### src/rtl/fp_mult_arbiter.sv
// fp_mult_arbiter
//
// Shares one pipelined single-precision multiplier among NUM_REQ requesters.
// Requests are granted round-robin. The operands of the winner are registered
// onto the multiplier inputs one cycle after acceptance. The winner index is
// pushed into an in-order tag FIFO. The multiplier returns results in issue
// order, so each result pops the head tag. The result is then steered to that
// requester one cycle later.
//
// The FIFO depth bounds the number of multiplies in flight. A result that
// arrives while no tag is outstanding is dropped, and it sets a sticky error
// flag. Operand and product bits pass through untouched.

module fp_mult_arbiter #(
    parameter int NUM_REQ   = 4,
    parameter int TAG_DEPTH = 8
) (
    input  logic                  clkIn,
    input  logic                  rstIn,
    input  logic [NUM_REQ-1:0]    reqValidIn,
    input  logic [32*NUM_REQ-1:0] reqDataAIn,
    input  logic [32*NUM_REQ-1:0] reqDataBIn,
    output logic [NUM_REQ-1:0]    reqReadyOut,
    output logic [31:0]           mulDataAOut,
    output logic [31:0]           mulDataBOut,
    output logic                  mulValidOut,
    input  logic [31:0]           mulDataIn,
    input  logic                  mulValidIn,
    output logic [NUM_REQ-1:0]    rspValidOut,
    output logic [31:0]           rspDataOut,
    output logic [31:0]           issueCountOut,
    output logic                  errorOut
);

    localparam int IDX_W = (NUM_REQ > 1) ? $clog2(NUM_REQ) : 1;
    localparam int PTR_W = $clog2(TAG_DEPTH);
    localparam int CNT_W = PTR_W + 1;

    localparam logic [CNT_W-1:0]   DEPTH_CNT = CNT_W'(TAG_DEPTH);
    localparam logic [NUM_REQ-1:0] ONE_HOT0  = NUM_REQ'(1);

    // Arbitration state
    logic [IDX_W-1:0] last_grant;
    logic [IDX_W-1:0] cand;
    logic [IDX_W-1:0] grant_idx;
    logic             grant_any;

    // Tag FIFO state
    logic [IDX_W-1:0] tag_mem [TAG_DEPTH];
    logic [PTR_W-1:0] wr_ptr;
    logic [PTR_W-1:0] rd_ptr;
    logic [CNT_W-1:0] count;
    logic [IDX_W-1:0] head_tag;

    logic fifo_full;
    logic fifo_empty;
    logic push;
    logic pop;
    logic orphan;

    assign fifo_full  = (count == DEPTH_CNT);
    assign fifo_empty = (count == '0);
    assign head_tag   = tag_mem[rd_ptr];

    // Round-robin search starting one past the last winner; blocked in reset or when the FIFO is full.
    always_comb begin
        // NOTE: every variable gets a default before any conditional assignment, so no latch is inferred.
        grant_any = 1'b0;
        grant_idx = '0;
        cand      = '0;
        if (!rstIn && !fifo_full) begin
            for (int off = 1; off <= NUM_REQ; off++) begin
                cand = IDX_W'((int'(last_grant) + off) % NUM_REQ);
                if (!grant_any && reqValidIn[cand]) begin
                    grant_any = 1'b1;
                    grant_idx = cand;
                end
            end
        end
    end

    assign reqReadyOut = grant_any ? (ONE_HOT0 << grant_idx) : '0;

    // The grant above already requires a valid request, so every grant is an acceptance.
    assign push   = grant_any;
    assign pop    = mulValidIn && !rstIn && !fifo_empty;
    assign orphan = mulValidIn && !rstIn && fifo_empty;

    // Issue stage: register the winner's operands, pulse the multiplier valid, and track fairness and the issue count.
    always_ff @(posedge clkIn) begin
        // NOTE: state registers use non-blocking assignments, so all flops update together from pre-edge values.
        if (rstIn) begin
            last_grant    <= IDX_W'(NUM_REQ - 1);
            mulValidOut   <= 1'b0;
            mulDataAOut   <= '0;
            mulDataBOut   <= '0;
            issueCountOut <= '0;
        end else begin
            mulValidOut <= push;
            if (push) begin
                last_grant    <= grant_idx;
                mulDataAOut   <= reqDataAIn[{grant_idx, 5'b0} +: 32];
                mulDataBOut   <= reqDataBIn[{grant_idx, 5'b0} +: 32];
                issueCountOut <= issueCountOut + 32'd1;
            end
        end
    end

    // Tag storage: write the winner index at the tail on every acceptance.
    always_ff @(posedge clkIn) begin
        // NOTE: the tag array has no reset; the pointers and count alone decide which entries are live.
        if (push) begin
            tag_mem[wr_ptr] <= grant_idx;
        end
    end

    // FIFO bookkeeping: pointers wrap naturally, and the count holds when a push and a pop happen together.
    always_ff @(posedge clkIn) begin
        if (rstIn) begin
            wr_ptr <= '0;
            rd_ptr <= '0;
            count  <= '0;
        end else begin
            if (push) begin
                wr_ptr <= wr_ptr + PTR_W'(1);
            end
            if (pop) begin
                rd_ptr <= rd_ptr + PTR_W'(1);
            end
            case ({push, pop})
                2'b10:   count <= count + CNT_W'(1);
                2'b01:   count <= count - CNT_W'(1);
                default: count <= count;
            endcase
        end
    end

    // Response stage: steer each popped result to its requester, and latch an orphan result as a sticky error.
    always_ff @(posedge clkIn) begin
        if (rstIn) begin
            rspValidOut <= '0;
            rspDataOut  <= '0;
            errorOut    <= 1'b0;
        end else begin
            rspValidOut <= pop ? (ONE_HOT0 << head_tag) : '0;
            if (pop) begin
                rspDataOut <= mulDataIn;
            end
            if (orphan) begin
                errorOut <= 1'b1;
            end
        end
    end

endmodule

### config.mk
export PLATFORM = sky130hd
export DESIGN_NAME = fp_mult_arbiter
export DESIGN_NICKNAME = d
export VERILOG_FILES = /design/src/rtl/fp_mult_arbiter.sv
export SDC_FILE = /design/constraint.sdc
export NUM_CORES = 1
export LEC_CHECK = 0
export ABC_AREA = 1
export CORE_AREA = 2 2 169 171
export CTS_CLUSTER_DIAMETER = 50
export DETAILED_ROUTE_END_ITERATION = 10
export DIE_AREA = 0 0 171 173
export PLACE_DENSITY = 0.68
export SYNTH_ARGS = -nofsm -noshare
export SYNTH_HDL_FRONTEND = slang
export SYNTH_SLANG_ARGS = --single-unit
### constraint.sdc
create_clock -name clkIn -period 7 [get_ports clkIn]
set_clock_uncertainty 0.1 [all_clocks]
set_input_delay 1.4 -clock clkIn [delete_from_list [all_inputs] [get_ports clkIn]]
set_output_delay 1.4 -clock clkIn [all_outputs]
set_load 0.01 [all_outputs]
==> results.cfg, run 1 <==
[outcome]
outcome = finished, final reports clean

[clock_network]
root_buffer = clkbuf_16
cts_tree = yes
post_cts_buffers = 0
ctsHoldBuffers = 0
cts.repair.resized = 0
clock_sinks = 165
clock_latency_ps = 420
cts.htree.levels = 4
clockBufferDepth = 2
numCtsBuffers = 17
clk_pin_slew_ps = 70

[die]
start_util_pct = 34.1
fp.dieW_um = 171
core_region_area_sq_um = 27600
dieArea_sq_um = 29600
die_y_um = 173
ios = 433
rows = 61

[critical_path]
reg2reg_slack_ps = 3410
cp_num_buf_inv = 3
crit_chain = clkdlybuf4s50_1 -> inv_1 -> nand2_1 -> nand2_1 -> o21ai_1 -> nand3_2 -> nand3_1 -> nand3_2 -> nor2_1 -> clkdlybuf4s50_1
crit_start = reqValidIn[3]
worstRegToRegCells = 17
startpoint_type = primary input
slowest_delay_ps = 600
r2r-start = last_grant[0]$_SDFFE_PP1P_
crit_family = simple AND/OR/NAND/NOR gates
cp_slowest_cell = clkdlybuf4s50_1
path_max_fanout = 32
worstPathArrival_ps = 4110
endpoint_kind = output port
reg2reg_to = count[3]$_SDFFE_PP0P_
crit_type = in2out
cp.depth = 10
cp.required_ps = 5500
endpoint = reqReadyOut[3]

[layout]
fin_nets = 2086
fillers = 2744
instances_no_fill = 2180
register_area_sq_um = 3460
stdcell_area_sq_um = 14400
drive_gt1_share_pct = 3.28
area_growth_pct = 52.8
final_util_pct = 52.2
multi_input_area_sq_um = 5070

[routing]
drcViolationCount = 0
firstDrtPassIters = 5
vias = 11200
post_drt_wl_per_cell_um = 17.3
drt_iter0_drc = 749
drtAntennaViolNets = 0
vias_per_cell = 5.16
wl_mm = 37.7

[yosys]
synthFlopType = dfxtp_1
async_flop_share_pct = 0
yosys.area.top_type = dfxtp_1
netlist.area_leader.share_pct = 31.6
synthesis.nets = 1740
syn_area_per_cell_sq_um = 6.55
synth_edf_count = 16
ys_warn_count = 0
synthTopCellsByArea = dfxtp_1 32%, nand2_1 17%, nand3_1 16%, nand4_1 9.1%, edfxtp_1 5.1%
ys_ff_latch = 165
synthCells = 1439
netlist_top_cells_count = 428 x nand2_1, 296 x nand3_1, 149 x dfxtp_1
synth_most_common_cell = nand2_1
yosysUniqueCellTypes = 31
syn_area_sq_um = 9430
yosysSeqAreaShare_pct = 36.7

[sta]
min_period_over_period_pct = 80.2
clock.fmax_mhz = 178
layout_min_cycle_time_ps = 5610
worst_pin_slew_ps = 1330
rsz0062_at_grt = false
fin_tns_setup_ps = 0
slew_headroom_pct = 11.6
hold_viol = 0
slew_viol_final = 0
finalSetupViolations = 0

[placed_design]
dp.final_hpwl_mm = 26.8
port_buffers = 432
place_congestion = 0.900
placed_cell_area_sq_um = 13800
dp_cells = 2144

[global_route]
grt_pass1_wl_mm = 58.4
grt_max_degree = 118
antenna_found_initial = 10
grt_pass1_vias = 10700
gr-usage-all-layers_pct = 24.8
overflow = 0

[pwr]
cell_internal_pwr_mw = 2.86
ir_drop_uv = 449
p_comb_share_pct = 56.1
p_switching_mw = 2.50
leakagePower_nw = 6.13
clockPowerShare_pct = 17.9
power.density_nw_per_um2 = 372
p_seq_share_pct = 25.9
switching_share_pct = 46.6

[flow_run]
maxCapViolCount = 0

[hold_path]
hp-class = reg2reg
-- kinds of logic (layout without fill, tap and decap cells) --
kind of cell | Yosys count | in the layout | share of synthesized area [%]
adders and majority gates | 6 | 6 | 0.796
other | 0 | 5 | 0
and+or+nand+nor | 945 | 945 | 45.8
buffers and inverters | 221 | 579 | 10.0
xor gates and xnor gates | 24 | 24 | 2.23
AOI/OAI and AO/OA | 78 | 78 | 4.39
DFF | 165 | 165 | 36.7
-- how the worst min path moves through the flow --
stage                                       startpoint                           end  cells after the start
after floorplan                 rd_ptr[2]$_SDFFE_PP0P_                          flop                      2
after global placement    mulDataBOut[31]$_SDFFE_PP0P_  mulDataBOut[31]$_SDFFE_PP0P_                      2
after detailed placement        rd_ptr[2]$_SDFFE_PP0P_                          flop                      2
after CTS                       rd_ptr[2]$_SDFFE_PP0P_        rd_ptr[2]$_SDFFE_PP0P_                      2
after global routing        rspDataOut[6]$_SDFFE_PP0P_    rspDataOut[6]$_SDFFE_PP0P_                      2
final                     mulDataAOut[31]$_SDFFE_PP0P_  mulDataAOut[31]$_SDFFE_PP0P_                      2
-- routing by layer --
| layer | GRT usage (%) | up-vias | wire, um |
|---|---|---|---|
| li1 | - | 5543 | - |
| met1 | 30.0 | 5187 | 15400 |
| met2 | 41.8 | 446 | 18200 |
| met3 | 7.28 | 60 | 3090 |
| met4 | 8.23 | 6 | 918 |
| met5 | 0 | - | 43 |
-- area by class of cell --
class                      instances  share of cell area [%]
antenna                            5                  0.0868
clock buffer                      18                    3.13
clock inverter                    13                   0.929
inverter                         104                    2.75
multi-input combinational       1053                    35.2
sequential                       165                    24.0
tap                              378                    3.28
timing repair buffer             444                    30.6
-- sequential cells by signal, indices dropped and copies added (netlist names), named ones only --
signal and flops:
count 4, mulDataBOut 32, tag_mem 16, mulValidOut 1
errorOut 1, rspValidOut 4, rspDataOut 32, wr_ptr 3
mulDataAOut 32, last_grant 2, rd_ptr 3, issueCountOut 32
-- power by group through the flow --
stage | combinational [mW] | sequential [mW] | clock [mW]
3_3_place_gp | 2.96 | 1.40 | 0
2_1_floorplan | 1.82 | 1.48 | 0
6_report | 3.01 | 1.39 | 0.961
4_1_cts | 3.01 | 1.39 | 0.984
3_5_place_dp | 2.99 | 1.41 | 0
5_1_grt | 3.31 | 1.42 | 1.02
-- worst reg2reg max path, stage by stage (launching register included) --
cell	delay (ps)
dfxtp_1	520
inv_4	120
nand2_1	90
nand2_1	100
nand2_2	100
nand2_2	90
nor2_4	110
nand3b_1	130
nand2_4	90
buf_4	820
ha_1	350
nor2_1	50
nor2_1	170
nand3_1	140
o31ai_1	90
o211ai_1	160
o21ai_0	180
a21oi_1	60
-- layout by cell type, fill, tap and decap left out, drive strengths merged --
| cell type | count |
|---|---|
| a21boi | 1 |
| a21oi | 41 |
| a31oi | 2 |
| buf | 12 |
| bufinv | 1 |
| clkbuf | 18 |
| clkdlybuf4s50 | 432 |
| clkinv | 2 |
| clkinvlp | 2 |
| dfxtp | 149 |
| diode | 5 |
| edfxtp | 16 |
| ha | 6 |
| inv | 112 |
| nand2 | 432 |
| nand3 | 298 |
| nand3b | 1 |
| nand4 | 137 |
| nor2 | 56 |
| nor3 | 19 |
| nor4 | 2 |
| o211ai | 1 |
| o21ai | 27 |
| o22ai | 4 |
| o31ai | 2 |
| xnor2 | 8 |
| xor2 | 16 |
-- stage by stage --
stage / hold WS [ps] / setup slack (ps) / power [mW]
after global routing: 381 / 1120 / 5.75
after detailed placement: 352 / 1410 / 4.40
after global placement: 344 / 1450 / 4.36
after floorplan: 333 / 2890 / 3.30
after CTS: 362 / 1410 / 5.38
final: 359 / 1390 / 5.36
(Power assumes the default switching activity.)
==> run 2: changes to the inputs <==
--- a/config.mk
+++ b/config.mk
@@ -6,11 +6,11 @@
 export NUM_CORES = 1
 export LEC_CHECK = 0
 export ABC_AREA = 1
-export CORE_AREA = 2 2 169 171
+export CORE_AREA = 2 2 171 173
 export CTS_CLUSTER_DIAMETER = 50
 export DETAILED_ROUTE_END_ITERATION = 10
-export DIE_AREA = 0 0 171 173
-export PLACE_DENSITY = 0.68
+export DIE_AREA = 0 0 173 175
+export PLACE_DENSITY = 0.69
 export SYNTH_ARGS = -nofsm -noshare
 export SYNTH_HDL_FRONTEND = slang
 export SYNTH_SLANG_ARGS = --single-unit
==> constraint.sdc (replaced) <==
create_clock -name clkIn -period 4.5 [get_ports clkIn]
set_clock_uncertainty 0.1 [all_clocks]
set_input_delay 0.9 -clock clkIn [delete_from_list [all_inputs] [get_ports clkIn]]
set_output_delay 0.9 -clock clkIn [all_outputs]
set_load 0.01 [all_outputs]
==> results.cfg, run 2 (synthesized netlist as in run 1, its figures left out) <==
[routing]
drt_iter0_drc = 698
post_drt_wl_per_cell_um = 17.3
firstDrtPassIters = 7
vias = 11400
drcViolationCount = 0
vias_per_cell = 5.18
drtAntennaViolNets = 0
wl_mm = 37.9

[layout]
drive_gt1_share_pct = 3.77
layout_common_cells = 432 x clkdlybuf4s50_1, 427 x nand2_1, 295 x nand3_1
final_util_pct = 51.1
area_growth_pct = 53.7
fin_nets = 2094
instances_no_fill = 2194
final_common_cell = clkdlybuf4s50_1

[pwr]
power.density_nw_per_um2 = 576
leakagePower_nw = 6.17
totalPowerFinal_mw = 8.34
ir_drop_uv = 414

[sta]
fin_tns_setup_ps = 0
min_period_over_period_pct = 91.4
slew_headroom_pct = 36.0
slew_viol_final = 0
hold_viol = 0
clock.fmax_mhz = 243
layout_min_cycle_time_ps = 4110
worst_pin_slew_ps = 960
finalSetupViolations = 0
rsz0062_at_grt = false

[clock_network]
cts.htree.levels = 4
clock_sinks = 165
ctsHoldBuffers = 0
clock_latency_ps = 430
clk_pin_slew_ps = 60
clockBufferDepth = 2
cts.repair.resized = 0
cts_tree = yes
post_cts_buffers = 0
root_buffer = clkbuf_16
numCtsBuffers = 17

[critical_path]
crit_family = buffers and inverters
reg2reg_slack_ps = 1170
endpoint_kind = output port
slowest_delay_ps = 550
cp_num_buf_inv = 3
crit_path_frequent_cell = nor2_1
path_max_fanout = 10
startpoint_type = primary input
cp.required_ps = 3500
cp_slowest_cell = clkdlybuf4s50_1
crit_type = in2out
worstPathArrival_ps = 3110
crit_chain = clkdlybuf4s50_1 -> nand2_1 -> nand2_1 -> nand2_2 -> nand2_2 -> nor2_1 -> nor2_1 -> nand2_4 -> nand3_4 -> inv_1 -> nor2_1 -> clkdlybuf4s50_1

[global_route]
grt_pass1_wl_mm = 59.7
grt_pass1_vias = 11100
gr-usage-all-layers_pct = 24.5
antenna_found_initial = 8
grt_max_degree = 94
overflow = 0

[placed_design]
port_buffers = 432
place_congestion = 0.870
dp_cells = 2158
dp.final_hpwl_mm = 28.0

[die]
die_y_um = 175
rows = 62
core_region_area_sq_um = 28400
fp.dieW_um = 173
start_util_pct = 33.2
dieArea_sq_um = 30300
ios = 433

[outcome]
outcome = finished, final reports clean

[hold_path]
hp-class = reg2reg

[flow_run]
maxCapViolCount = 0
==> run 2: cell count changes in the layout (fill, tap and decap cells not counted), sizes merged <==
| cell | change |
|---|---|
| clkinvlp | -1 |
| inv | -1 |
| bufinv | -1 |
| clkinv | +5 |
| clkbuf | -1 |
| diode | -1 |
| buf | +8 |
==> run 2: worst paths after layout <==
kind | depth (start not counted) | startpoint | end
max | 12 | reqValidIn[0] | reqReadyOut[0]
min | 2 | mulDataBOut[31]$_SDFFE_PP0P_ | mulDataBOut[31]$_SDFFE_PP0P_
max reg2reg | 14 | last_grant[0]$_SDFFE_PP1P_ | mulDataBOut[13]$_SDFFE_PP0P_
min reg2reg | 2 | mulDataBOut[31]$_SDFFE_PP0P_ | mulDataBOut[31]$_SDFFE_PP0P_
==> run 2: cell type report <==
cell class | count | area [sq um]
clock inverters | 15 | 176
fillers | 2828 | 13900
diodes | 4 | 10.0
flip-flops and latches | 165 | 3460
inverters | 104 | 397
repair buffers | 452 | 4470
well taps | 384 | 480
clock buffers | 17 | 425
multi-input cells | 1053 | 5070
==> run 2: tightest hold or removal path: stages (launching register included) <==
cell and delay, ps:
dfxtp_1 310, nand2_1 60, nand2_1 40
==> run 2: per-stage QoR <==
step	instance area [sq um]	setup slack, ps	hold slack [ps]
floorplan	9430	1390	333
global placement	13900	447	343
detailed placement	13900	409	347
CTS	14500	404	359
global route	14500	227	384
finish	14500	385	361
==> run 2: layer usage <==
metal	global-route usage [%]	up-vias	part of all wire, %
met4	9.89	6	3.4
met2	42.8	468	49
met5	0	-	0.12
li1	-	5558	-
met1	28.1	5243	40
met3	7.29	84	7.9
==> run 2: where the power goes <==
part           internal (mW)  leakage [nW]  switching [mW]
clock                  0.755         0.292           0.716
sequential              1.92          1.38           0.232
combinational           1.74          4.51            2.98
total                   4.42          6.17            3.93
